[config.mk]
export PLATFORM = sky130hd
export DESIGN_NAME = rom_load_arbiter_flat
export DESIGN_NICKNAME = d
export VERILOG_FILES = /design/src/rtl/rom_load_arbiter_pkg.sv /design/src/rtl/rom_load_arbiter_if.sv /design/src/rtl/rom_load_arbiter_hold_timer.sv /design/src/rtl/rom_load_arbiter.sv /design/src/flat_wrapper.sv
export SDC_FILE = /design/constraint.sdc
export NUM_CORES = 1
export LEC_CHECK = 0
export CELL_PAD_IN_SITES_DETAIL_PLACEMENT = 0
export CELL_PAD_IN_SITES_GLOBAL_PLACEMENT = 1
export CORE_MARGIN = 4
export CORE_UTILIZATION = 35
export DETAILED_ROUTE_END_ITERATION = 8
export DONT_BUFFER_PORTS = 1
export PLACE_DENSITY = 0.74
export SYNTH_ARGS = -nofsm -noshare
export SYNTH_HDL_FRONTEND = slang
export SYNTH_SLANG_ARGS = --single-unit
[constraint.sdc]
create_clock -name clk_sys -period 1.95 [get_ports clk_sys]
set_clock_uncertainty 0.15 [all_clocks]
set_input_delay 0.2925 -clock clk_sys [delete_from_list [all_inputs] [get_ports clk_sys]]
set_output_delay 0.2925 -clock clk_sys [all_outputs]
set_load 0.05 [all_outputs]
[src/rtl/rom_load_arbiter_pkg.sv]
// rom_load_arbiter_pkg
// Shared definitions for the Galaxian program-ROM load arbiter: the arbiter
// state encoding and the default geometry / settle-period parameters.
package rom_load_arbiter_pkg;

  typedef enum logic [1:0] {
    ST_WAIT, // no image loaded yet
    ST_LOAD, // HPS download in progress
    ST_HOLD, // settle period after a download
    ST_RUN   // core running, ROM port serves reads
  } arb_state_e;

  localparam int unsigned AW_DEFAULT          = 14;
  localparam int unsigned ROM_SIZE_DEFAULT    = 16384;
  localparam int unsigned HOLD_CYCLES_DEFAULT = 16;

endpackage

[src/rtl/rom_load_arbiter_if.sv]
// rom_load_arbiter_if
// Bundles the HPS download port (ioctl_*), the core read port (cpu_*), the
// block-RAM port (rom_*) and the status outputs of rom_load_arbiter.
//   slave  : the arbiter's view (consumes ioctl/cpu/rom_dout, drives the rest)
//   master : the surroundings' view (hps_io, core and ROM together)
interface rom_load_arbiter_if
  import rom_load_arbiter_pkg::*;
#(
  parameter int unsigned AW = AW_DEFAULT
);
  logic          ioctl_download;
  logic          ioctl_wr;
  logic [24:0]   ioctl_addr;
  logic [7:0]    ioctl_dout;
  logic          cpu_rd;
  logic [AW-1:0] cpu_addr;
  logic          cpu_ack;
  logic [7:0]    cpu_data;
  logic [AW-1:0] rom_addr;
  logic          rom_we;
  logic [7:0]    rom_din;
  logic [7:0]    rom_dout;
  logic          core_reset;
  logic          dn_error;
  logic [AW:0]   dn_bytes;

  modport slave (
    input  ioctl_download, ioctl_wr, ioctl_addr, ioctl_dout,
    input  cpu_rd, cpu_addr, rom_dout,
    output cpu_ack, cpu_data, rom_addr, rom_we, rom_din,
    output core_reset, dn_error, dn_bytes
  );

  modport master (
    output ioctl_download, ioctl_wr, ioctl_addr, ioctl_dout,
    output cpu_rd, cpu_addr, rom_dout,
    input  cpu_ack, cpu_data, rom_addr, rom_we, rom_din,
    input  core_reset, dn_error, dn_bytes
  );
endinterface

[src/rtl/rom_load_arbiter_hold_timer.sv]
// hold_timer
// Loadable down-counter with a zero flag, used to time the settle period
// between the end of a download and the release of the core reset.
//   clk, rst : clock and asynchronous active-high reset
//   load     : load load_val (has priority over dec)
//   dec      : decrement by one, stops at zero
//   zero     : count is zero
module hold_timer #(
  parameter int unsigned W = 5
) (
  input  logic         clk,
  input  logic         rst,
  input  logic         load,
  input  logic [W-1:0] load_val,
  input  logic         dec,
  output logic         zero
);
  logic [W-1:0] count_q, count_d;

  always_comb begin
    count_d = count_q;
    if (load) begin
      count_d = load_val;
    end else if (dec && (count_q != '0)) begin
      count_d = count_q - W'(1);
    end
  end

  always_ff @(posedge clk or posedge rst) begin
    if (rst) begin
      count_q <= '0;
    end else begin
      count_q <= count_d;
    end
  end

  assign zero = (count_q == '0);
endmodule

[src/rtl/rom_load_arbiter.sv]
// rom_load_arbiter
// Shares the single Galaxian program-ROM port between HPS download writes and
// core read fetches, and holds the core in reset until an image is loaded and
// for HOLD_CYCLES cycles after every download.
//   clk_sys : system clock, rising edge
//   RESET   : asynchronous active-high reset
//   bus     : ioctl download port, cpu read port, ROM port, status outputs
module rom_load_arbiter
  import rom_load_arbiter_pkg::*;
#(
  parameter int unsigned AW          = AW_DEFAULT,
  parameter int unsigned ROM_SIZE    = ROM_SIZE_DEFAULT,
  parameter int unsigned HOLD_CYCLES = HOLD_CYCLES_DEFAULT
) (
  input logic                 clk_sys,
  input logic                 RESET,
  rom_load_arbiter_if.slave   bus
);
  localparam int unsigned   CW        = $clog2(HOLD_CYCLES + 1);
  localparam logic [CW-1:0] HOLD_LOAD = CW'(HOLD_CYCLES - 1);
  localparam logic [24:0]   ROM_LIMIT = 25'(ROM_SIZE);
  localparam logic [AW:0]   BYTES_MAX = {1'b1, {AW{1'b0}}};

  arb_state_e    state_q, state_d;
  logic          wr_pend_q, wr_pend_d;
  logic [AW-1:0] wr_addr_q, wr_addr_d;
  logic [7:0]    wr_din_q, wr_din_d;
  logic          rd_pend_q, rd_pend_d;
  logic [7:0]    cpu_data_q, cpu_data_d;
  logic          core_reset_q, core_reset_d;
  logic          dn_error_q, dn_error_d;
  logic [AW:0]   dn_bytes_q, dn_bytes_d;

  logic timer_load, timer_dec, timer_zero;
  logic in_load, in_run, cpu_ack_w;

  assign in_load = (state_q == ST_LOAD);
  assign in_run  = (state_q == ST_RUN);
  // A read issued in the last RUN cycle before a download is never acked.
  assign cpu_ack_w = rd_pend_q && in_run;

  hold_timer #(.W(CW)) u_hold_timer (
    .clk      (clk_sys),
    .rst      (RESET),
    .load     (timer_load),
    .load_val (HOLD_LOAD),
    .dec      (timer_dec),
    .zero     (timer_zero)
  );

  always_comb begin
    // NOTE: every signal gets a default first so no path leaves it unassigned,
    // which would otherwise infer a latch.
    state_d    = state_q;
    wr_pend_d  = 1'b0;
    wr_addr_d  = wr_addr_q;
    wr_din_d   = wr_din_q;
    cpu_data_d = cpu_data_q;
    dn_error_d = dn_error_q;
    dn_bytes_d = dn_bytes_q;
    timer_load = 1'b0;
    timer_dec  = 1'b0;

    // Download wins over everything; a fresh entry into LOAD clears status.
    if (bus.ioctl_download) begin
      state_d = ST_LOAD;
      if (!in_load) begin
        dn_error_d = 1'b0;
        dn_bytes_d = '0;
      end
    end else begin
      case (state_q)
        ST_LOAD: begin
          state_d    = ST_HOLD;
          timer_load = 1'b1;
        end
        ST_HOLD: begin
          if (timer_zero) state_d = ST_RUN;
          else            timer_dec = 1'b1;
        end
        default: ;
      endcase
    end

    // Qualified on the current state, so a strobe coinciding with the fall of
    // ioctl_download still lands in the first HOLD cycle.
    if (in_load && bus.ioctl_wr) begin
      if (bus.ioctl_addr < ROM_LIMIT) begin
        wr_pend_d = 1'b1;
        wr_addr_d = bus.ioctl_addr[AW-1:0];
        wr_din_d  = bus.ioctl_dout;
        if (dn_bytes_q != BYTES_MAX) dn_bytes_d = dn_bytes_q + (AW+1)'(1);
      end else begin
        dn_error_d = 1'b1;
      end
    end

    rd_pend_d = in_run && bus.cpu_rd;
    if (cpu_ack_w) cpu_data_d = bus.rom_dout;

    core_reset_d = (state_d != ST_RUN);
  end

  // NOTE: every flop here is a control or status register, so all of them are
  // reset; the ROM contents themselves live outside and are never reset.
  always_ff @(posedge clk_sys or posedge RESET) begin
    if (RESET) begin
      state_q      <= ST_WAIT;
      wr_pend_q    <= 1'b0;
      wr_addr_q    <= '0;
      wr_din_q     <= '0;
      rd_pend_q    <= 1'b0;
      cpu_data_q   <= '0;
      core_reset_q <= 1'b1;
      dn_error_q   <= 1'b0;
      dn_bytes_q   <= '0;
    end else begin
      // NOTE: non-blocking assignments so every flop samples pre-edge values.
      state_q      <= state_d;
      wr_pend_q    <= wr_pend_d;
      wr_addr_q    <= wr_addr_d;
      wr_din_q     <= wr_din_d;
      rd_pend_q    <= rd_pend_d;
      cpu_data_q   <= cpu_data_d;
      core_reset_q <= core_reset_d;
      dn_error_q   <= dn_error_d;
      dn_bytes_q   <= dn_bytes_d;
    end
  end

  // ROM port mux: the core owns the address in RUN, downloads own it otherwise.
  assign bus.rom_addr   = in_run ? bus.cpu_addr : wr_addr_q;
  assign bus.rom_we     = wr_pend_q;
  assign bus.rom_din    = wr_din_q;
  assign bus.cpu_ack    = cpu_ack_w;
  assign bus.cpu_data   = cpu_ack_w ? bus.rom_dout : cpu_data_q;
  assign bus.core_reset = core_reset_q;
  assign bus.dn_error   = dn_error_q;
  assign bus.dn_bytes   = dn_bytes_q;
endmodule
[src/flat_wrapper.sv]
// flat-port wrapper written by rule: the top's interface ports become plain ports
module rom_load_arbiter_flat import rom_load_arbiter_pkg::*;
#(
  parameter int unsigned AW          = AW_DEFAULT,
  parameter int unsigned ROM_SIZE    = ROM_SIZE_DEFAULT,
  parameter int unsigned HOLD_CYCLES = HOLD_CYCLES_DEFAULT
)
  (clk_sys, RESET, bus_ioctl_download, bus_ioctl_wr, bus_ioctl_addr, bus_ioctl_dout, bus_cpu_rd, bus_cpu_addr, bus_rom_dout, bus_cpu_ack, bus_cpu_data, bus_rom_addr, bus_rom_we, bus_rom_din, bus_core_reset, bus_dn_error, bus_dn_bytes);
  rom_load_arbiter_if #(.AW(AW)) bus_i ();
  input logic clk_sys;
  input logic RESET;
  input wire logic [$bits(bus_i.ioctl_download)-1:0] bus_ioctl_download;
  input wire logic [$bits(bus_i.ioctl_wr)-1:0] bus_ioctl_wr;
  input wire logic [$bits(bus_i.ioctl_addr)-1:0] bus_ioctl_addr;
  input wire logic [$bits(bus_i.ioctl_dout)-1:0] bus_ioctl_dout;
  input wire logic [$bits(bus_i.cpu_rd)-1:0] bus_cpu_rd;
  input wire logic [$bits(bus_i.cpu_addr)-1:0] bus_cpu_addr;
  input wire logic [$bits(bus_i.rom_dout)-1:0] bus_rom_dout;
  output wire logic [$bits(bus_i.cpu_ack)-1:0] bus_cpu_ack;
  output wire logic [$bits(bus_i.cpu_data)-1:0] bus_cpu_data;
  output wire logic [$bits(bus_i.rom_addr)-1:0] bus_rom_addr;
  output wire logic [$bits(bus_i.rom_we)-1:0] bus_rom_we;
  output wire logic [$bits(bus_i.rom_din)-1:0] bus_rom_din;
  output wire logic [$bits(bus_i.core_reset)-1:0] bus_core_reset;
  output wire logic [$bits(bus_i.dn_error)-1:0] bus_dn_error;
  output wire logic [$bits(bus_i.dn_bytes)-1:0] bus_dn_bytes;
  assign bus_i.ioctl_download = bus_ioctl_download;
  assign bus_i.ioctl_wr = bus_ioctl_wr;
  assign bus_i.ioctl_addr = bus_ioctl_addr;
  assign bus_i.ioctl_dout = bus_ioctl_dout;
  assign bus_i.cpu_rd = bus_cpu_rd;
  assign bus_i.cpu_addr = bus_cpu_addr;
  assign bus_i.rom_dout = bus_rom_dout;
  assign bus_cpu_ack = bus_i.cpu_ack;
  assign bus_cpu_data = bus_i.cpu_data;
  assign bus_rom_addr = bus_i.rom_addr;
  assign bus_rom_we = bus_i.rom_we;
  assign bus_rom_din = bus_i.rom_din;
  assign bus_core_reset = bus_i.core_reset;
  assign bus_dn_error = bus_i.dn_error;
  assign bus_dn_bytes = bus_i.dn_bytes;
  rom_load_arbiter #(.AW(AW), .ROM_SIZE(ROM_SIZE), .HOLD_CYCLES(HOLD_CYCLES)) u_core (.clk_sys(clk_sys), .RESET(RESET), .bus(bus_i));
endmodule
Yosys cells after proc, flatten, opt, wreduce, memory -nomap -nowiden
Cells that the tools add are included.

Register bits: 56. Output and inout port bits: 49. Word-level logic and storage cells: 49.

Add/sub/neg operators: 2. Order comparisons: 1. Equality and inequality tests: 5. Mux-type cells: 23. Reduce and logical (&&, ||, !) cells: 8.

Operator list (count): two-way mux 15 bit (5); less-than comparator 25 x 15 -> 1 bit (second input constant) (1); adder 15 x 1 -> 15 bit (second input constant) (1); inequality test 15 bit (second input constant) (1); two-way mux 14 bit (1); two-way mux 1 bit (11); two-way mux 5 bit (2); two-way mux 8 bit (1); zero test 5 bit (1); nonzero test 5 bit (1); subtractor 5 x 1 -> 5 bit (second input constant) (1); equality test 2 bit (second input constant) (2); logical AND 1 bit (4); two-way mux 2 bit (2); one-hot mux 2 bit (2 select lines) (1); equality test 2 x 1 -> 1 bit (second input constant) (1); inequality test 2 bit (second input constant) (1); AND reduction 2 bit (1); nonzero test 2 bit (1).

Longest topological paths before layout
Gate-level depths: netlist of run 1.

Depth in word-level cells: 7. Gate-level depth with buffers: 8.

Hierarchy
A second synthesis of run 1 with hierarchy kept.

Cells, all modules: 309. Area total of the unflattened synthesis: 2949.1 µm².

Modules (own cells, without submodules): rom_load_arbiter (instances 1, cells an instance 276, area each 2646.3 µm², sequential area each 1277.5 µm²); hold_timer (instances 1, cells an instance 33, area each 302.8 µm², sequential area each 125.1 µm²).

Least setup slack after synthesis of run 1
OpenSTA, ideal clock, no wires.

Kind: input -> register. Start point: in bus_ioctl_addr[17]. End point: reg u_core.dn_bytes_q[10], in the netlist u_core.bus.dn_bytes[10]. Setup time: 0.078 ns. Arrival time: 2.024 ns. Required time: 1.722 ns. Setup slack: -0.301 ns. Cell stages on the path: 5. Cell sequence: or4_4 or4_4 buf_2 or3_1 a21oi_1.

Word-level cells in the longest chain between the ends: 3.

RTL lines: from (decl) (line flat_wrapper.sv:14) `input wire logic [$bits(bus_i.ioctl_addr)-1:0] bus_ioctl_addr;`; less-than comparator 25 x 15 -> 1 bit (line rom_load_arbiter.sv:88) `if (bus.ioctl_addr < ROM_LIMIT) begin`; two-way mux 15 bit (line rom_load_arbiter.sv:88); two-way mux 15 bit (line rom_load_arbiter.sv:87) `if (in_load && bus.ioctl_wr) begin`; via u_core.dn_bytes_d[10] (line rom_load_arbiter.sv:32) `logic [AW:0] dn_bytes_q, dn_bytes_d;`; to (signal assigned) (line rom_load_arbiter.sv:127) `dn_bytes_q <= dn_bytes_d;`; to (decl) (line rom_load_arbiter.sv:32).

The timed path passes the listed nets, and every way through them passes these cells. A chain may end at the register's enable or synchronous reset.

Worst setup path in the final report of run 1
Start point: reg u_core.state_q[1]. End point: reg u_core.dn_bytes_q[9], in the netlist u_core.bus.dn_bytes[9].

Word-level cells in the longest chain between the ends: 6. Elaborated cells on any way between the ends: 7. Classes of those cells: 1 x eq/ne; 5 x mux; 1 x reduce/logical.

RTL lines: from (decl) (line rom_load_arbiter.sv:24) `arb_state_e state_q, state_d;`; from (signal assigned) (line rom_load_arbiter.sv:119) `state_q <= state_d;`; equality test 2 x 1 -> 1 bit * (line rom_load_arbiter.sv:37) `assign in_load = (state_q == ST_LOAD);`; two-way mux 15 bit (line rom_load_arbiter.sv:67) `if (!in_load) begin`; two-way mux 15 bit (line rom_load_arbiter.sv:65) `if (bus.ioctl_download) begin`; two-way mux 15 bit (line rom_load_arbiter.sv:92) `if (dn_bytes_q != BYTES_MAX) dn_bytes_d = dn_bytes_q + (AW+1)'(1);`; two-way mux 15 bit (line rom_load_arbiter.sv:88); two-way mux 15 bit * (line rom_load_arbiter.sv:87); via u_core.dn_bytes_d[9] (line rom_load_arbiter.sv:32).

Mark *: on every way through the listed nets, which the timed path passes. The rest lies on a longest branch.

==> results.cfg, run 1 <==
[detailed_routing]
ant_nets = 0
wl_um = 7500
num_vias = 2315
drtIter0Drc = 85
drc = 0
post_drt_via_cell_ratio = 4.989
routedWlPerCell_um = 16.16
firstDrtPassIters = 4

[cts]
h-tree-depth = 2
tritoncts = built
clkSlewWorstSetupHoldPaths_ns = 0.11
numCtsBuffers = 5
clock_sink_count = 56
ctsLongestPathBuffers = 2
cts_root_buffer = clkbuf_8
clock_latency_ns = 0.32

[power_and_ir_drop]
p_per_area_nw_per_um2 = 772.8
peakVddDrop_mv = 0.3687
p_leak_uw = 0.001938
power_uw = 3058

[placed_design]
gp_congestion = 0.7964
port_buffers = 0
hpwl_um = 5302

[synth]
synth_area_um2 = 2790
yosys.area.top_type_share = 0.4933
synth-edff-count = 0
syn_area_per_cell_um2 = 9.825
synthArstFlopShare = 1.000
ys_seq_elements = 56
yosysUniqueCellTypes = 40
yosysSeqAreaShare = 0.5027
synthTopCellsByCount = 83 x nand2_1, 55 x dfrtp_1, 23 x mux2_2
yosys_warnings = 0
synth_cells = 284
synth_area_leaders = dfrtp_1 49%, nand2_1 11%, mux2_2 9.3%, mux2i_1 3.2%, ha_1 3.1%
syn_nets = 351
ys.flop_type = dfrtp_1
synth_top_cell_by_area = dfrtp_1
yosysMostFrequentCell = nand2_1

[critical_path]
cp.arrival_ns = 2.17
worstPathRequired_ns = 2.03
reg2reg_to = u_core.bus.dn_bytes[9]
crit_type = flip-flop to flip-flop
rrSetupSlack_ns = -0.14
cp_max_fo = 5
reg2reg_depth = 8
end_kind = flip-flop
r2r-start = u_core.state_q[1]
worst_setup_path_start_kind = flip-flop

[min_path]
hp-class = input pin to flip-flop
worstHoldEndpoint = u_core.bus.dn_bytes[0]
hold_depth = 3
hold_path_startpoint = bus_ioctl_download

[final_layout]
final_core_util = 0.5121
multi_input_area_um2 = 1514
area_delta_synth_final_pct = 41.84
final_nets = 428
fill_cells = 699
register_area_um2 = 1406
n_antenna_cell = 0
drive_gt1_frac = 0.3287

[sta]
max_freq_mhz = 479.3
slew_headroom = 0.6291
fin_crit_ns = 2.087
maxSlewViolCount = 0
rsz0062_at_grt = yes
hold_violations = 0
setup_slack_ns = -0.1366
tightest_slew_ns = 0.5563
setup_viol = 33
post-route-period-util = 1.070

[global_route]
grt_pass1_wl_um = 12170
antenna_found_initial = 0
grt_max_degree = 57
track_usage = 0.1568
grt_pass1_vias = 2433
grt_overflow_total = 0

[status]
status = finished with violations
violations = setup timing

[floorplan]
die_w_um = 97.29
dieArea_um2 = 9464
core_area_um2 = 7727
die_height_um = 97.29
num_rows = 32
initial_core_util = 0.3611
num_io_pins = 109

[run]
drv_cap = 0
-- critical path, cell delays in order, from the launching register on --
cell	delay, ns
dfrtp_1	0.41
inv_2	0.08
ha_4	0.15
or4bb_4	0.47
nor4_4	0.17
buf_6	0.16
buf_4	0.11
nand4_1	0.10
mux2i_1	0.19
-- repair_timing --
item                                    CTS  global route
setup buffers                             3             3
resized for setup                        35            20
gates cloned                              0             2
hold buffers                             25             0
pin swaps                                 8             7
endpoints found under the hold margin    82             0
endpoints found under the setup margin   38            60
-- kinds of logic after synthesis --
family / count (synthesis) / share of synthesized area
buffers and inverters: 24 / 0.03274
XOR/XNOR: 3 / 0.009419
multiplexers: 32 / 0.1251
AO/OA/AOI/OAI: 20 / 0.04484
adder cells (fa/ha/maj): 7 / 0.03139
AND/OR/NAND/NOR: 142 / 0.2538
flip-flops: 56 / 0.5027
-- worst max path at each step --
stage                     slack [ns]  depth (start not counted)                       to                from
after floorplan                -0.22                          4   u_core.bus.dn_bytes[5]  bus_ioctl_addr[14]
after detailed placement       -0.25                          5   u_core.bus.dn_bytes[4]  bus_ioctl_addr[14]
after global routing           -0.21                          7  u_core.bus.dn_bytes[14]   u_core.state_q[1]
after global placement         -0.24                          4   u_core.bus.dn_bytes[5]  bus_ioctl_addr[14]
final                          -0.14                          8   u_core.bus.dn_bytes[9]   u_core.state_q[1]
after CTS                      -0.13                          5          bus_cpu_data[1]   u_core.state_q[1]
-- layer usage --
| layer | up-vias | GRT usage | wire length [um] |
|---|---|---|---|
| met2 | 68 | 0.2590 | 3580 |
| met3 | 10 | 0.04092 | 416 |
| li1 | 1123 | - | - |
| met5 | - | 0 | 0 |
| met4 | 0 | 0.04366 | 150 |
| met1 | 1114 | 0.2038 | 3352 |
-- where the power goes --
part	switching (uW)	internal, uW	total (uW)
sequential	87.1	1280	1370
combinational	671	368	1040
clock	394	257	651
total	1150	1910	3060
-- metrics by stage --
step                      instance area (um^2)  worst slack (ns)  hold slack (ns)  setup TNS, ns  instances
after detailed placement                  3318           -0.2518           0.1116         -3.895        423
after floorplan                           2840           -0.2188           0.2195         -3.356        284
after global placement                    3318           -0.2389           0.1112         -2.947        423
final                                     3958           -0.1366          0.09302         -2.774        464
after CTS                                 3822           -0.1274          0.09101         -3.151        459
after global routing                      3958           -0.2052          0.09467         -5.657        464
-- sequential cells by signal (all words and copies together), names as in the netlist --
signal	flops
u_core.wr_addr_q	14
u_core.bus.dn_error	1
u_core.bus.dn_bytes	15
u_core.bus.rom_we	1
u_core.bus.rom_din	8
u_core.cpu_data_q	8
u_core.state_q	2
u_core.u_hold_timer.count_q	5
u_core.bus.core_reset	1
u_core.rd_pend_q	1
-- cell usage in the layout (no fill, tap or decap), drive strengths merged, types with 6 or more instances in the layout --
cell | netlist | final
mux2i | 9 | 9
inv | 13 | 13
clkbuf | 10 | 7
dfrtp | 55 | 55
nand3 | 8 | 8
buf | 1 | 55
nor2 | 6 | 6
or4 | 7 | 7
mux2 | 23 | 23
nand2 | 83 | 83
dlygate4sd3 | 0 | 25
ha | 7 | 7
-- area by class of cell --
type                            instances  area share
Timing Repair Buffer                   81      0.1951
Tap cell                              102     0.03225
Inverter                               13     0.01233
Multi-Input combinational cell        204      0.3825
Clock inverter                          2    0.004110
Sequential cell                        56      0.3554
Clock buffer                            6     0.01834
Power figures use the tool's default switching activity.
==> run 2: changes to the inputs <==
--- a/config.mk
+++ b/config.mk
@@ -5,13 +5,14 @@
 export SDC_FILE = /design/constraint.sdc
 export NUM_CORES = 1
 export LEC_CHECK = 0
+export ABC_AREA = 1
 export CELL_PAD_IN_SITES_DETAIL_PLACEMENT = 0
 export CELL_PAD_IN_SITES_GLOBAL_PLACEMENT = 1
 export CORE_MARGIN = 4
 export CORE_UTILIZATION = 35
 export DETAILED_ROUTE_END_ITERATION = 8
 export DONT_BUFFER_PORTS = 1
-export PLACE_DENSITY = 0.74
+export PLACE_DENSITY = 0.77
 export SYNTH_ARGS = -nofsm -noshare
 export SYNTH_HDL_FRONTEND = slang
 export SYNTH_SLANG_ARGS = --single-unit
==> results.cfg, run 2 <==
[synth]
yosys.area.top_type_share = 0.4545
yosysSeqAreaShare = 0.4632
synthArstFlopShare = 1.000
synth_area_leaders = dfrtp_1 45%, nand2_1 19%, inv_1 6.7%, nand3_1 6.1%, o21ai_0 6.1%
yosysUniqueCellTypes = 27
syn_area_per_cell_um2 = 7.279
synth_area_um2 = 3028
synthTopCellsByCount = 156 x nand2_1, 55 x dfrtp_1, 54 x inv_1
synth-edff-count = 0
synth_cells = 416
synth_top_cell_by_area = dfrtp_1
syn_nets = 483
yosys_warnings = 0
ys.flop_type = dfrtp_1
ys_seq_elements = 56
yosysMostFrequentCell = nand2_1

[sta]
setup_tns_ns = 0
rsz0062_at_grt = yes
tightest_slew_ns = 0.4818
max_freq_mhz = 522.4
hold_violations = 0
fin_crit_ns = 1.914
slew_headroom = 0.6788
maxSlewViolCount = 0
setup_viol = 0
post-route-period-util = 0.9816

[cts]
clock_latency_ns = 0.32
numCtsBuffers = 5
h-tree-depth = 2
cts_root_buffer = clkbuf_8
clkSlewWorstSetupHoldPaths_ns = 0.11
tritoncts = built
ctsLongestPathBuffers = 2
clock_sink_count = 56

[final_layout]
final_cell_mix = 147 x nand2_1, 55 x dfrtp_1, 53 x inv_1
largest_register_ffs = 15
final_nets = 554
mostFrequentLayoutCell = nand2_1
area_delta_synth_final_pct = 37.15
fill_cells = 815
drive_gt1_frac = 0.1578
n_antenna_cell = 0
final_core_util = 0.5004

[critical_path]
setup.worst_path.end = bus_rom_addr[0]
critPathSlowestCell = dfrtp_1
rrSetupSlack_ns = 0.11
cp_max_fo = 29
crit_chain = ha_4, buf_12, o21ai_1, buf_6
cp_top_family = flip-flops
cp.depth = 4
reg2reg_to = u_core.bus.dn_bytes[8]
end_kind = output port
r2r-start = u_core.state_q[0]
slowest_delay_ns = 0.42
cp.arrival_ns = 1.47
worstPathRequired_ns = 1.51
reg2reg_depth = 7
crit_type = flip-flop to output port
crit_path_start = u_core.state_q[1]
critPathBufInv = 2
worst_setup_path_start_kind = flip-flop

[floorplan]
num_rows = 33
core_area_um2 = 8299
die_height_um = 101.0
dieArea_um2 = 10200
num_io_pins = 109
initial_core_util = 0.3648
die_w_um = 101.0

[detailed_routing]
ant_nets = 0
wl_um = 7801
drc = 0
firstDrtPassIters = 4
post_drt_via_cell_ratio = 4.710
drtIter0Drc = 94
routedWlPerCell_um = 13.16
num_vias = 2793

[min_path]
hp-class = input pin to flip-flop

[power_and_ir_drop]
p_per_area_nw_per_um2 = 908.3
p_leak_uw = 0.002149
peakVddDrop_mv = 0.4214

[placed_design]
gp_congestion = 0.8374
hpwl_um = 5476
port_buffers = 0

[global_route]
grt_overflow_total = 0
grt_max_degree = 57
track_usage = 0.1525
grt_pass1_wl_um = 12690
antenna_found_initial = 0
grt_pass1_vias = 2764

[run]
drv_cap = 0

[status]
status = completed
==> run 2: cell count changes after synthesis, sizes merged, moves of 4 or more <==
cell | previous run | this run
and3 | 4 | 0
and4 | 4 | 0
buf | 1 | 7
clkbuf | 10 | 3
inv | 13 | 55
mux2 | 23 | 0
mux2i | 9 | 0
nand2 | 83 | 158
nand3 | 8 | 37
nor2 | 6 | 33
o21ai | 5 | 39
or4 | 7 | 0
==> run 2: how the worst min path moves through the flow <==
stage                        from                      to  slack, ns  cells after the start
2_1_floorplan  bus_ioctl_download       u_core.state_q[1]       0.22                      1
5_1_grt        bus_ioctl_download  u_core.bus.dn_bytes[4]      0.005                      3
6_report       bus_ioctl_download  u_core.bus.dn_bytes[5]      0.006                      3
3_5_place_dp                RESET    u_core.cpu_data_q[5]       0.12                      2
3_3_place_gp                RESET    u_core.cpu_data_q[5]       0.11                      2
4_1_cts        bus_ioctl_download  u_core.bus.dn_bytes[5]      0.003                      3
==> run 2: power breakdown <==
part           total [uW]  internal, uW  switching, uW  leakage [uW]
sequential           1370          1280           89.9      0.000664
combinational        1500           585            914       0.00142
clock                 900           514            386     0.0000654
==> run 2: metal layers <==
metal  vias up  GRT usage  share of wire
li1       1432          -              -
met1      1271     0.1879           0.44
met2        82     0.2663           0.48
met3         8    0.03806          0.070
met4         0    0.03885         0.0090
met5         -          0              0
==> run 2: repair_timing <==
action	4_1_cts	5_1_grt
endpoints found under the hold margin	83	3
setup endpoints to repair	22	19
pin swaps	0	1
hold buffers	27	3
gates resized for setup	14	15
buffers inserted	2	0
==> run 2: area by class of cell <==
cell class | count | area (um^2) | area share
Timing Repair Buffer | 74 | 848.3 | 0.2043
Inverter | 56 | 212.7 | 0.05122
Sequential cell | 56 | 1403 | 0.3378
Clock buffer | 6 | 72.57 | 0.01748
Clock inverter | 2 | 60.06 | 0.01446
Multi-Input combinational cell | 294 | 1425 | 0.3432
Tap cell | 105 | 131.4 | 0.03164
==> run 2: worst register-to-register path, stage by stage, from the launching register on <==
cell and delay (ns):
dfrtp_1 0.42, buf_4 0.15, ha_1 0.24, nand2_2 0.15
buf_4 0.18, inv_1 0.14, or2_2 0.32, nand2_1 0.06
==> run 2: through the flow <==
step	power [uW]	hold slack, ns	worst slack, ns	cell area (um^2)	instances
after floorplan	2201	0.2195	-0.3711	3044	416
after global placement	2713	0.1092	0.2289	3600	553
after detailed placement	2725	0.1162	0.1751	3600	553
after CTS	3743	0.003035	0.01100	4064	590
after global routing	3949	0.004863	-0.01542	4153	593
final	3772	0.006352	0.03593	4153	593
==> run 2: kinds of logic after synthesis <==
| group | share of synthesized area |
|---|---|
| adder cells (fa/ha/maj) | 0.02892 |
| AND/OR/NAND/NOR | 0.3227 |
| XOR/XNOR | 0.01157 |
| AO/OA/AOI/OAI | 0.08223 |
| flip-flops | 0.4632 |
| buffers and inverters | 0.09132 |
